<file path="src/rtl/rv_pkg.sv">
`default_nettype none
// ---------------------------------------------------------------------------
// rv_pkg : RV32I opcodes, op-class and immediate-format encodings
// Rev 1.0
// ---------------------------------------------------------------------------
package rv_pkg;

  localparam logic [6:0] c_LUI     = 7'b0110111;
  localparam logic [6:0] c_AUIPC   = 7'b0010111;
  localparam logic [6:0] c_JAL     = 7'b1101111;
  localparam logic [6:0] c_JALR    = 7'b1100111;
  localparam logic [6:0] c_BRANCH  = 7'b1100011;
  localparam logic [6:0] c_LOAD    = 7'b0000011;
  localparam logic [6:0] c_STORE   = 7'b0100011;
  localparam logic [6:0] c_OPIMM   = 7'b0010011;
  localparam logic [6:0] c_OP      = 7'b0110011;
  localparam logic [6:0] c_MISCMEM = 7'b0001111;
  localparam logic [6:0] c_SYSTEM  = 7'b1110011;

  typedef enum logic [3:0] {
    OP_NOP     = 4'd0,
    OP_LUI     = 4'd1,
    OP_AUIPC   = 4'd2,
    OP_JAL     = 4'd3,
    OP_JALR    = 4'd4,
    OP_BRANCH  = 4'd5,
    OP_LOAD    = 4'd6,
    OP_STORE   = 4'd7,
    OP_OPIMM   = 4'd8,
    OP_OP      = 4'd9,
    OP_FENCE   = 4'd10,
    OP_SYSTEM  = 4'd11,
    OP_ILLEGAL = 4'd12
  } op_e;

  typedef enum logic [2:0] {
    FMT_NONE = 3'd0,
    FMT_I    = 3'd1,
    FMT_S    = 3'd2,
    FMT_B    = 3'd3,
    FMT_U    = 3'd4,
    FMT_J    = 3'd5
  } imm_fmt_e;

endpackage
`default_nettype wire

</file>
<file path="src/rtl/decode_stage_imm_gen.sv">
`default_nettype none
// ---------------------------------------------------------------------------
// imm_gen : instruction word to sign-extended immediate and its format
// Rev 1.0
// ---------------------------------------------------------------------------
module imm_gen
  import rv_pkg::*;
(
  input  logic [31:0] i_instr,
  output logic [31:0] o_imm,
  output logic [2:0]  o_fmt
);

  imm_fmt_e w_fmt;

  always_comb begin
    w_fmt = FMT_NONE;
    case (i_instr[6:0])
      c_LUI, c_AUIPC:                     w_fmt = FMT_U;
      c_JAL:                              w_fmt = FMT_J;
      c_JALR, c_LOAD, c_OPIMM, c_MISCMEM: w_fmt = FMT_I;
      c_BRANCH:                           w_fmt = FMT_B;
      c_STORE:                            w_fmt = FMT_S;
      default:                            w_fmt = FMT_NONE;
    endcase
  end

  always_comb begin
    o_imm = '0;
    case (w_fmt)
      FMT_I: o_imm = {{20{i_instr[31]}}, i_instr[31:20]};
      FMT_S: o_imm = {{20{i_instr[31]}}, i_instr[31:25], i_instr[11:7]};
      FMT_B: o_imm = {{19{i_instr[31]}}, i_instr[31], i_instr[7], i_instr[30:25],
                      i_instr[11:8], 1'b0};
      FMT_U: o_imm = {i_instr[31:12], 12'b0};
      FMT_J: o_imm = {{11{i_instr[31]}}, i_instr[31], i_instr[19:12], i_instr[20],
                      i_instr[30:21], 1'b0};
      default: o_imm = '0;
    endcase
  end

  assign o_fmt = w_fmt;

endmodule
`default_nettype wire

</file>
<file path="src/rtl/decode_stage.sv">
`default_nettype none
// ---------------------------------------------------------------------------
// decode_stage : RV32I decode, operand read with writeback bypass, ID/EX
//                register and load-use interlock
// Rev 1.0
// ---------------------------------------------------------------------------
module decode_stage
  import rv_pkg::*;
#(
  parameter int XLEN             = 32,
  parameter int LOAD_USE_BUBBLES = 1
) (
  input  logic            clk,
  input  logic            reset,
  input  logic            if_valid,
  output logic            if_ready,
  input  logic [31:0]     if_instr,
  input  logic [XLEN-1:0] if_pc,
  output logic [4:0]      ra_addr,
  output logic [4:0]      rb_addr,
  input  logic [XLEN-1:0] ra_data,
  input  logic [XLEN-1:0] rb_data,
  input  logic            wb_en,
  input  logic [4:0]      wb_addr,
  input  logic [XLEN-1:0] wb_data,
  input  logic            flush,
  output logic            ex_valid,
  input  logic            ex_ready,
  output logic [XLEN-1:0] ex_pc,
  output logic [XLEN-1:0] ex_rs1_val,
  output logic [XLEN-1:0] ex_rs2_val,
  output logic [4:0]      ex_rs1,
  output logic [4:0]      ex_rs2,
  output logic [4:0]      ex_rd,
  output logic [XLEN-1:0] ex_imm,
  output logic [3:0]      ex_op,
  output logic [2:0]      ex_funct3,
  output logic            ex_funct7b5,
  output logic            ex_illegal
);

  typedef enum logic [0:0] {
    S_RUN    = 1'b0,
    S_BUBBLE = 1'b1
  } state_e;

  localparam logic [1:0] c_BUB_INIT = 2'(LOAD_USE_BUBBLES - 1);

  logic [6:0]      w_opc;
  logic [4:0]      w_rs1, w_rs2, w_rd;
  op_e             w_op;
  logic            w_use1, w_use2, w_wr, w_illegal;
  logic            w_hazard, w_accept;
  logic [XLEN-1:0] w_rs1_val, w_rs2_val;
  logic [31:0]     w_imm;
  logic [2:0]      w_fmt;
  state_e          r_state, w_state_nxt;
  logic [1:0]      r_cnt, w_cnt_nxt;

  logic            r_valid;
  logic [XLEN-1:0] r_pc, r_rs1_val, r_rs2_val, r_imm;
  logic [4:0]      r_rs1, r_rs2, r_rd;
  logic [3:0]      r_op;
  logic [2:0]      r_funct3;
  logic            r_funct7b5, r_illegal;

  assign w_opc   = if_instr[6:0];
  assign w_rs1   = if_instr[19:15];
  assign w_rs2   = if_instr[24:20];
  assign ra_addr = w_rs1;
  assign rb_addr = w_rs2;

  imm_gen u_imm_gen (
    .i_instr (if_instr),
    .o_imm   (w_imm),
    .o_fmt   (w_fmt)
  );

  always_comb begin
    w_op   = OP_ILLEGAL;
    w_use1 = 1'b0;
    w_wr   = 1'b0;
    if (if_instr[1:0] == 2'b11) begin
      case (w_opc)
        c_LUI:     begin w_op = OP_LUI;    w_wr = 1'b1; end
        c_AUIPC:   begin w_op = OP_AUIPC;  w_wr = 1'b1; end
        c_JAL:     begin w_op = OP_JAL;    w_wr = 1'b1; end
        c_JALR:    begin w_op = OP_JALR;   w_wr = 1'b1; w_use1 = 1'b1; end
        c_BRANCH:  begin w_op = OP_BRANCH;              w_use1 = 1'b1; end
        c_LOAD:    begin w_op = OP_LOAD;   w_wr = 1'b1; w_use1 = 1'b1; end
        c_STORE:   begin w_op = OP_STORE;               w_use1 = 1'b1; end
        c_OPIMM:   begin w_op = OP_OPIMM;  w_wr = 1'b1; w_use1 = 1'b1; end
        c_OP:      begin w_op = OP_OP;     w_wr = 1'b1; w_use1 = 1'b1; end
        c_MISCMEM: begin w_op = OP_FENCE;  end
        c_SYSTEM:  begin w_op = OP_SYSTEM; w_wr = 1'b1; end
        default:   begin w_op = OP_ILLEGAL; end
      endcase
    end
  end

  // Only STORE (S), BRANCH (B) and register-register ops read rs2.
  assign w_use2    = (w_fmt == FMT_S) || (w_fmt == FMT_B) || (w_op == OP_OP);
  assign w_illegal = (w_op == OP_ILLEGAL);
  assign w_rd      = w_wr ? if_instr[11:7] : 5'd0;

  // Regfile writes land on the edge, so the current write port is forwarded.
  assign w_rs1_val = (w_rs1 == 5'd0) ? '0 :
                     (wb_en && (wb_addr == w_rs1)) ? wb_data : ra_data;
  assign w_rs2_val = (w_rs2 == 5'd0) ? '0 :
                     (wb_en && (wb_addr == w_rs2)) ? wb_data : rb_data;

  assign w_hazard = r_valid && (r_op == OP_LOAD) && (r_rd != 5'd0) &&
                    ((w_use1 && (w_rs1 == r_rd)) || (w_use2 && (w_rs2 == r_rd)));

  assign if_ready = !flush && (r_state == S_RUN) && !w_hazard && (!r_valid || ex_ready);
  assign w_accept = if_valid && if_ready;

  always_comb begin
    w_state_nxt = r_state;
    w_cnt_nxt   = r_cnt;
    if (flush) begin
      w_state_nxt = S_RUN;
      w_cnt_nxt   = 2'd0;
    end else begin
      case (r_state)
        S_RUN: begin
          if (w_hazard && ex_ready) begin
            w_state_nxt = S_BUBBLE;
            w_cnt_nxt   = c_BUB_INIT;
          end
        end
        S_BUBBLE: begin
          if (r_cnt == 2'd0) w_state_nxt = S_RUN;
          else               w_cnt_nxt   = r_cnt - 2'd1;
        end
        default: begin
          w_state_nxt = S_RUN;
          w_cnt_nxt   = 2'd0;
        end
      endcase
    end
  end

  always_ff @(posedge clk or posedge reset) begin
    if (reset) begin
      r_state <= S_RUN;
      r_cnt   <= 2'd0;
    end else begin
      r_state <= w_state_nxt;
      r_cnt   <= w_cnt_nxt;
    end
  end

  always_ff @(posedge clk or posedge reset) begin
    if (reset) begin
      r_valid    <= 1'b0;
      r_pc       <= '0;
      r_rs1_val  <= '0;
      r_rs2_val  <= '0;
      r_imm      <= '0;
      r_rs1      <= 5'd0;
      r_rs2      <= 5'd0;
      r_rd       <= 5'd0;
      r_op       <= OP_NOP;
      r_funct3   <= 3'd0;
      r_funct7b5 <= 1'b0;
      r_illegal  <= 1'b0;
    end else if (flush) begin
      r_valid <= 1'b0;
    end else if (w_accept) begin
      r_valid    <= 1'b1;
      r_pc       <= if_pc;
      r_rs1_val  <= w_rs1_val;
      r_rs2_val  <= w_rs2_val;
      r_imm      <= w_imm;
      r_rs1      <= w_rs1;
      r_rs2      <= w_rs2;
      r_rd       <= w_rd;
      r_op       <= w_op;
      r_funct3   <= if_instr[14:12];
      r_funct7b5 <= if_instr[30];
      r_illegal  <= w_illegal;
    end else if (ex_ready) begin
      r_valid <= 1'b0;
    end
  end

  assign ex_valid    = r_valid;
  assign ex_pc       = r_pc;
  assign ex_rs1_val  = r_rs1_val;
  assign ex_rs2_val  = r_rs2_val;
  assign ex_rs1      = r_rs1;
  assign ex_rs2      = r_rs2;
  assign ex_rd       = r_rd;
  assign ex_imm      = r_imm;
  assign ex_op       = r_op;
  assign ex_funct3   = r_funct3;
  assign ex_funct7b5 = r_funct7b5;
  assign ex_illegal  = r_illegal;

endmodule
`default_nettype wire

</file>
<file path="config.mk">
export PLATFORM = sky130hd
export DESIGN_NAME = decode_stage
export DESIGN_NICKNAME = d
export VERILOG_FILES = /design/src/rtl/rv_pkg.sv /design/src/rtl/decode_stage_imm_gen.sv /design/src/rtl/decode_stage.sv
export SDC_FILE = /design/constraint.sdc
export NUM_CORES = 1
export LEC_CHECK = 0
export ABC_CLOCK_PERIOD_IN_PS = 9950
export BUFFER_PORTS_ARGS = -buffer_cell sky130_fd_sc_hd__buf_2
export CAP_MARGIN = 40
export CORE_AREA = 5 5 132 134
export CTS_CLUSTER_SIZE = 24
export DETAILED_ROUTE_END_ITERATION = 8
export DIE_AREA = 0 0 137 139
export PLACE_DENSITY = 0.93
export SKIP_CTS_REPAIR_TIMING = 1
export SLEW_MARGIN = 20
export SYNTH_ARGS = -nofsm -noshare
export SYNTH_HDL_FRONTEND = slang
export SYNTH_SLANG_ARGS = --single-unit
export TNS_END_PERCENT = 20
</file>
<file path="constraint.sdc">
create_clock -name clk -period 9.95 [get_ports clk]
set_input_delay 1.99 -clock clk [delete_from_list [all_inputs] [get_ports clk]]
set_output_delay 1.99 -clock clk [all_outputs]
set_load 0.02 [all_outputs]
</file>
-- Word level (Yosys, flattened, before mapping)
Index checks and enable logic that the tools add are counted.
- bits of input ports: 171
- RAM bits: 0
- ROM bits: 0
- memories: 0
- latch bits: 0
- bits in registers: 156
- output and inout bits: 164
- shift-type cells: 0
- eq/ne operators: 26
- muxes and demuxes: 24
- bitwise logic cells: 2
- add/subtract/negate cells: 1
- $lt $le $gt $ge: 0
- reduce and logical (&&, ||, !) cells: 30
- div/mod/pow operators: 0
- multipliers: 0
- operators by type and width (kind ; number):
    one-hot mux 32 bit (5 select lines) ; 1
    2-to-1 mux 32 bit ; 4
    one-hot mux 4 bit (11 select lines) ; 1
    equality test 7 bit (second input constant) ; 4
    equality test 7 x 6 -> 1 bit (second input constant) ; 3
    equality test 5 bit ; 4
    one-hot mux 3 bit (5 select lines) ; 1
    equality test 7 x 5 -> 1 bit (second input constant) ; 2
    logical AND 1 bit ; 12
    zero test 5 bit ; 2
    2-to-1 mux 1 bit ; 10
    equality test 4 bit (second input constant) ; 2
    OR reduction 8 bit ; 1
    equality test 7 x 2 -> 1 bit (second input constant) ; 1
    equality test 7 x 4 -> 1 bit (second input constant) ; 1
    equality test 3 x 2 -> 1 bit (second input constant) ; 2
    equality test 3 bit (second input constant) ; 2
    2-to-1 mux 2 bit ; 3
    OR reduction 6 bit ; 1
    2-to-1 mux 5 bit ; 1
    nonzero test 5 bit ; 1
    equality test 4 x 3 -> 1 bit (second input constant) ; 1
    logical OR 1 bit ; 4
    2-to-1 mux 4 bit ; 1
    14 further kinds ; 18

-- Longest topological paths before layout
- word-level depth: 15
- gate-level depth with buffers: 9
- mapped depth without buffers: 6

-- Cells and area by module
A second synthesis with hierarchy kept.
- cell total of the unflattened synthesis: 763
- area total of the unflattened synthesis: 8506.9 um^2
- modules (own cells, without submodules) (module ; cells an instance ; instances ; area each (um^2) ; sequential area each (um^2)):
    decode_stage ; 684 ; 1 ; 7937.6 ; 3903.7
    imm_gen ; 79 ; 1 ; 569.3 ; 0.0

-- Worst setup path before layout
OpenSTA, ideal clock, no wires.
- path kind: input to output
- start: in if_instr[4]
- end: out if_ready
- stages: 6
- data arrival time: 3.348 ns
- required time: 7.960 ns
- setup slack: 4.612 ns
- cell sequence: clkbuf_1 > nor3b_1 > nand3_1 > a2111oi_4 > or2_2 > nor2_1
- longest elaborated chain between the ends: 12
- elaborated cells between the ends (all ways): 31
- those cells by class: eq/ne: 14; mux: 5; reduce/logical: 12
- ends and longest elaborated chain (what ; RTL line ; source):
    start: declaration ; decode_stage.sv:17 ; input logic [31:0] if_instr,
    equality test 7 bit (tied with other cells) ; decode_stage_imm_gen.sv:18, decode_stage.sv:84 ;
    OR reduction 4 bit or OR reduction 2 bit (tied branches) ; decode_stage_imm_gen.sv:18 ; case (i_instr[6:0])
    one-hot mux 3 bit (5 select lines) ; decode_stage_imm_gen.sv:18 ;
    equality test 3 x 2 -> 1 bit ; decode_stage.sv:102 ; assign w_use2 = (w_fmt == FMT_S) || (w_fmt == FMT_B) || (w_op == OP_OP);
    logical OR 1 bit (2 in series) ; decode_stage.sv:102 ;
    logical AND 1 bit ; decode_stage.sv:113 ; ((w_use1 && (w_rs1 == r_rd)) || (w_use2 && (w_rs2 == r_rd)));
    logical OR 1 bit (*) ; decode_stage.sv:113 ;
    logical AND 1 bit (*) ; decode_stage.sv:112 ; assign w_hazard = r_valid && (r_op == OP_LOAD) && (r_rd != 5'd0) &&
    zero test 1 bit (*) ; decode_stage.sv:115 ; assign if_ready = !flush && (r_state == S_RUN) && !w_hazard && (!r_valid || ex_ready);
    logical AND 1 bit (*) (2 in series) ; decode_stage.sv:115 ;
    end: declaration ; decode_stage.sv:16 ; output logic if_ready,
Mark *: on every way between the ends. The rest lies on a longest branch, timed or not.

-- Worst setup path after layout
- start: in if_instr[3]
- end: out if_ready
The elaborated chain is that of the path after synthesis.

==> results.toml <==
[layout]
layout-drive-gt1-share_pct = 48.35
area_of_the_multi_input_gates_um2 = 3964
final.fill_count = 1260
design.final.nets = 1249
area.sequential_um2 = 3904
area_delta_synth_final_pct = 28.99

[synth]
mappedNetlistNets = 950
seq_area_frac_synth_pct = 46.95
synth-adder-area-share_pct = 0.1505
synth.distinct_cells = 55
syn_inst = 778
synth_area_leader_cell = "dfrtp_1"
synth_top_area_share_pct = 46.95
synthesis.area_per_instance_um2 = 10.69
ys.warnings.count = 0
synth_simple_gate_area_share_pct = 9.555
synth-compound-area-share_pct = 14.85
synth_top_family_by_area = "multiplexers"
synth_enable_flop_cells = 0
synth_area_um2 = 8315
synth.area.top_cells = "dfrtp_1 47%, mux2_2 9.9%, mux2_4 9.6%"
synth_async_sr_flop_share_pct = 100.0
yosys-mux-area-fraction_pct = 20.78
post_synth_xor_area_fraction_pct = 2.212
yosys_register_bits = 156
postSynth.topFlopCell = "dfrtp_1"

[clock_network]
clock_tree.root_cell = "clkbuf_16"
cts-root-to-sink-buffers = 2
cts.reportedPaths.clkPinSlew_ns = 0.06
clock_insertion_delay_worst_skew_ns = 0.42
cts-buffers-inserted = 17
htree_levels = 4
cts_tree = "built"
cts.sinks = 156

[timing]
slew_limit_fails = 0
grt_setup_unrepaired = "false"
worstMarginPinSlew_ns = 0.6932
finalSetupViolCount = 0
post-route-min-period_ns = 5.757
final.setup.tns_ns = 0
final_skew_ns = 0.01710
finalHoldWorstSlack_ns = 0.5007
slew_headroom_pct = 53.79
max_freq_mhz = 173.7
post-route-period-util_pct = 57.86
timing_hold_violations_final = 0

[setup_path]
path_class = "input pin to primary output"
critical_path.endpoint_type = "primary output"
worstSetupStartpointType = "input pin"
critPathMaxFanout = 17
required_ns = 7.96
timing.critical_path.arrival_ns = 3.77

[power]
p_leak_nw = 5.199
vdd_ir_drop_max_v = 0.0001149
power_density_nw_per_um2 = 181.4

[route]
mean_number_of_vias_per_cell = 5.774
remaining_drc_errors = 0
detail_route.wirelength.met1_um = 10510
highest-signal-layer = "met5"
dr_wl_met3_um = 2490
route.vias.total = 7570
wl_met2_um = 13260
drt_iter0_drc = 641
route.final.wire_length_um = 27360
ant_nets = 0
routed_wire_length_per_instance_um = 20.87
first_drt_pass_iteration_count = 6

[die]
die_ht_um = 139
core.rowCount = 47
core_region_area_um2 = 16170
start_util_pct = 51.42
floorplan.die.width_um = 137
num_ports = 335
floorplan.die_area_um2 = 19040

[place]
routability_driven_placement_congestion_ratio = 0.9063
half_perimeter_wire_length_after_detailed_placement_um = 20050
placement.io_buffers = 334

[global_routing]
grt_remaining_overflow = 0
vias_in_the_first_global_route = 7722
grt_max_degree = 91
grt_antenna_before_repair = 2
grt_pass1_wl_um = 42380
tot_gr_track_use_pct = 28.43

[run_status]
outcome = "finished clean"

[job]
number_of_max_cap_violations = 0

[min_path]
holdCritPathClass = "flop to flop"
==> flip-flops by register name (all words and copies together), names as in the netlist <==
signal,count
ex_funct3,3
ex_funct7b5,1
ex_illegal,1
ex_imm,32
ex_op,4
ex_pc,32
ex_rd,5
ex_rs1,5
ex_rs1_val,32
ex_rs2,5
ex_rs2_val,32
ex_valid,1
r_cnt,2
r_state,1
==> cell usage in the layout (no fill, tap or decap), types with 3 or more instances in the layout <==
master and count:
a21oi_1 91, a22o_1 4, and2_1 3, buf_2 336
buf_4 15, clkbuf_16 17, clkbuf_8 3, clkinv_4 4
clkinvlp_4 3, dfrtp_1 156, inv_1 18, inv_6 3
mux2_2 73, mux2_4 53, mux2i_1 11, nand2_1 28
nand2b_1 4, nand3_1 74, nand4_1 3, nand4b_1 3
nor2_1 10, nor3_1 3, o211ai_1 4, o21ai_0 86
o31ai_1 13, or2_2 3, or4_1 4, xnor2_1 19
==> layout make-up <==
cell class	instances	area share (%)
Multi-Input combinational cell	527	36.95
Antenna cell	1	0.02333
Clock inverter	11	1.260
Sequential cell	156	36.39
Inverter	19	0.7115
Clock buffer	21	4.386
Timing Repair Buffer	356	17.71
Tap cell	220	2.566
==> critical path, cell delays in order <==
cell	delay, ns
buf_2	0.19
nor2_1	0.42
nand3_1	0.23
a2111oi_4	0.32
buf_4	0.26
or2_2	0.16
nor2_1	0.04
buf_2	0.15
==> cells in the mapped netlist, drive strengths merged (2+ instances only) <==
library cell and count:
xnor2 19, o31ai 13, dfrtp 156, or4 5
o211ai 5, or2 3, o21bai 2, xor2 2
nor3 3, inv 19, and4 2, nand4b 3
and2 3, clkbuf 47, o21ai 86, a21o 2
o22ai 2, a22oi 2, mux2i 11, nor2b 2
mux2 126, buf 29, nor2 12, nand4 3
nand2 28, nor4 2, a21oi 91, nand3 74
nand2b 4, a22o 4
==> cell families after synthesis <==
logic type	after synthesis
simple gates	151
xor+xnor	21
compound gates	217
buf+inv	95
fa+ha+maj	1
flops	156
mux	137
==> stage by stage <==
| stage | util, % | total power [mW] | worst slack (ns) | instance area (µm²) | instances |
|---|---|---|---|---|---|
| 2_1_floorplan | - | 1.093 | 3.753 | 8315 | 778 |
| 3_3_place_gp | 61.81 | 1.270 | 4.262 | 9996 | 1270 |
| 3_5_place_dp | 62.34 | 1.292 | 4.240 | 10080 | 1275 |
| 4_1_cts | 66.08 | 1.958 | 4.227 | 10690 | 1307 |
| 5_1_grt | 66.33 | 2.032 | 4.115 | 10730 | 1311 |
| 6_report | 66.33 | 1.946 | 4.193 | 10730 | 1311 |
==> per-layer routing <==
metal  vias up  GRT usage [%]
met2       477          45.42
met5         -              0
li1       3397              -
met4         2          14.02
met3        95          6.676
met1      3599          36.03
==> path summary, 6_finish.rpt <==
check | start | end | slack [ns] | depth (start not counted)
max in group asynchronous | reset | ex_rs1_val[4]$_DFFE_PP0P_ | 7.23 | 5
min in group asynchronous | reset | ex_rs2_val[1]$_DFFE_PP0P_ | 1.49 | 2
hold / removal | ex_pc[13]$_DFFE_PP0P_ | ex_pc[13]$_DFFE_PP0P_ | 0.50 | 1
setup / recovery | if_instr[3] | if_ready | 4.19 | 8
setup reg to reg | ex_rd[1]$_DFFE_PP0P_ | ex_rs1_val[19]$_DFFE_PP0P_ | 6.47 | 8
hold reg to reg | ex_pc[13]$_DFFE_PP0P_ | ex_pc[13]$_DFFE_PP0P_ | 0.50 | 1
==> report_power, final <==
group	internal (mW)	total (mW)	switching, mW	leakage, nW
clock	0.393	0.661	0.268	0.286
combinational	0.210	0.507	0.298	2.99
sequential	0.726	0.777	0.0514	1.92
total	1.33	1.95	0.618	5.20
(Power assumes the default switching activity.)
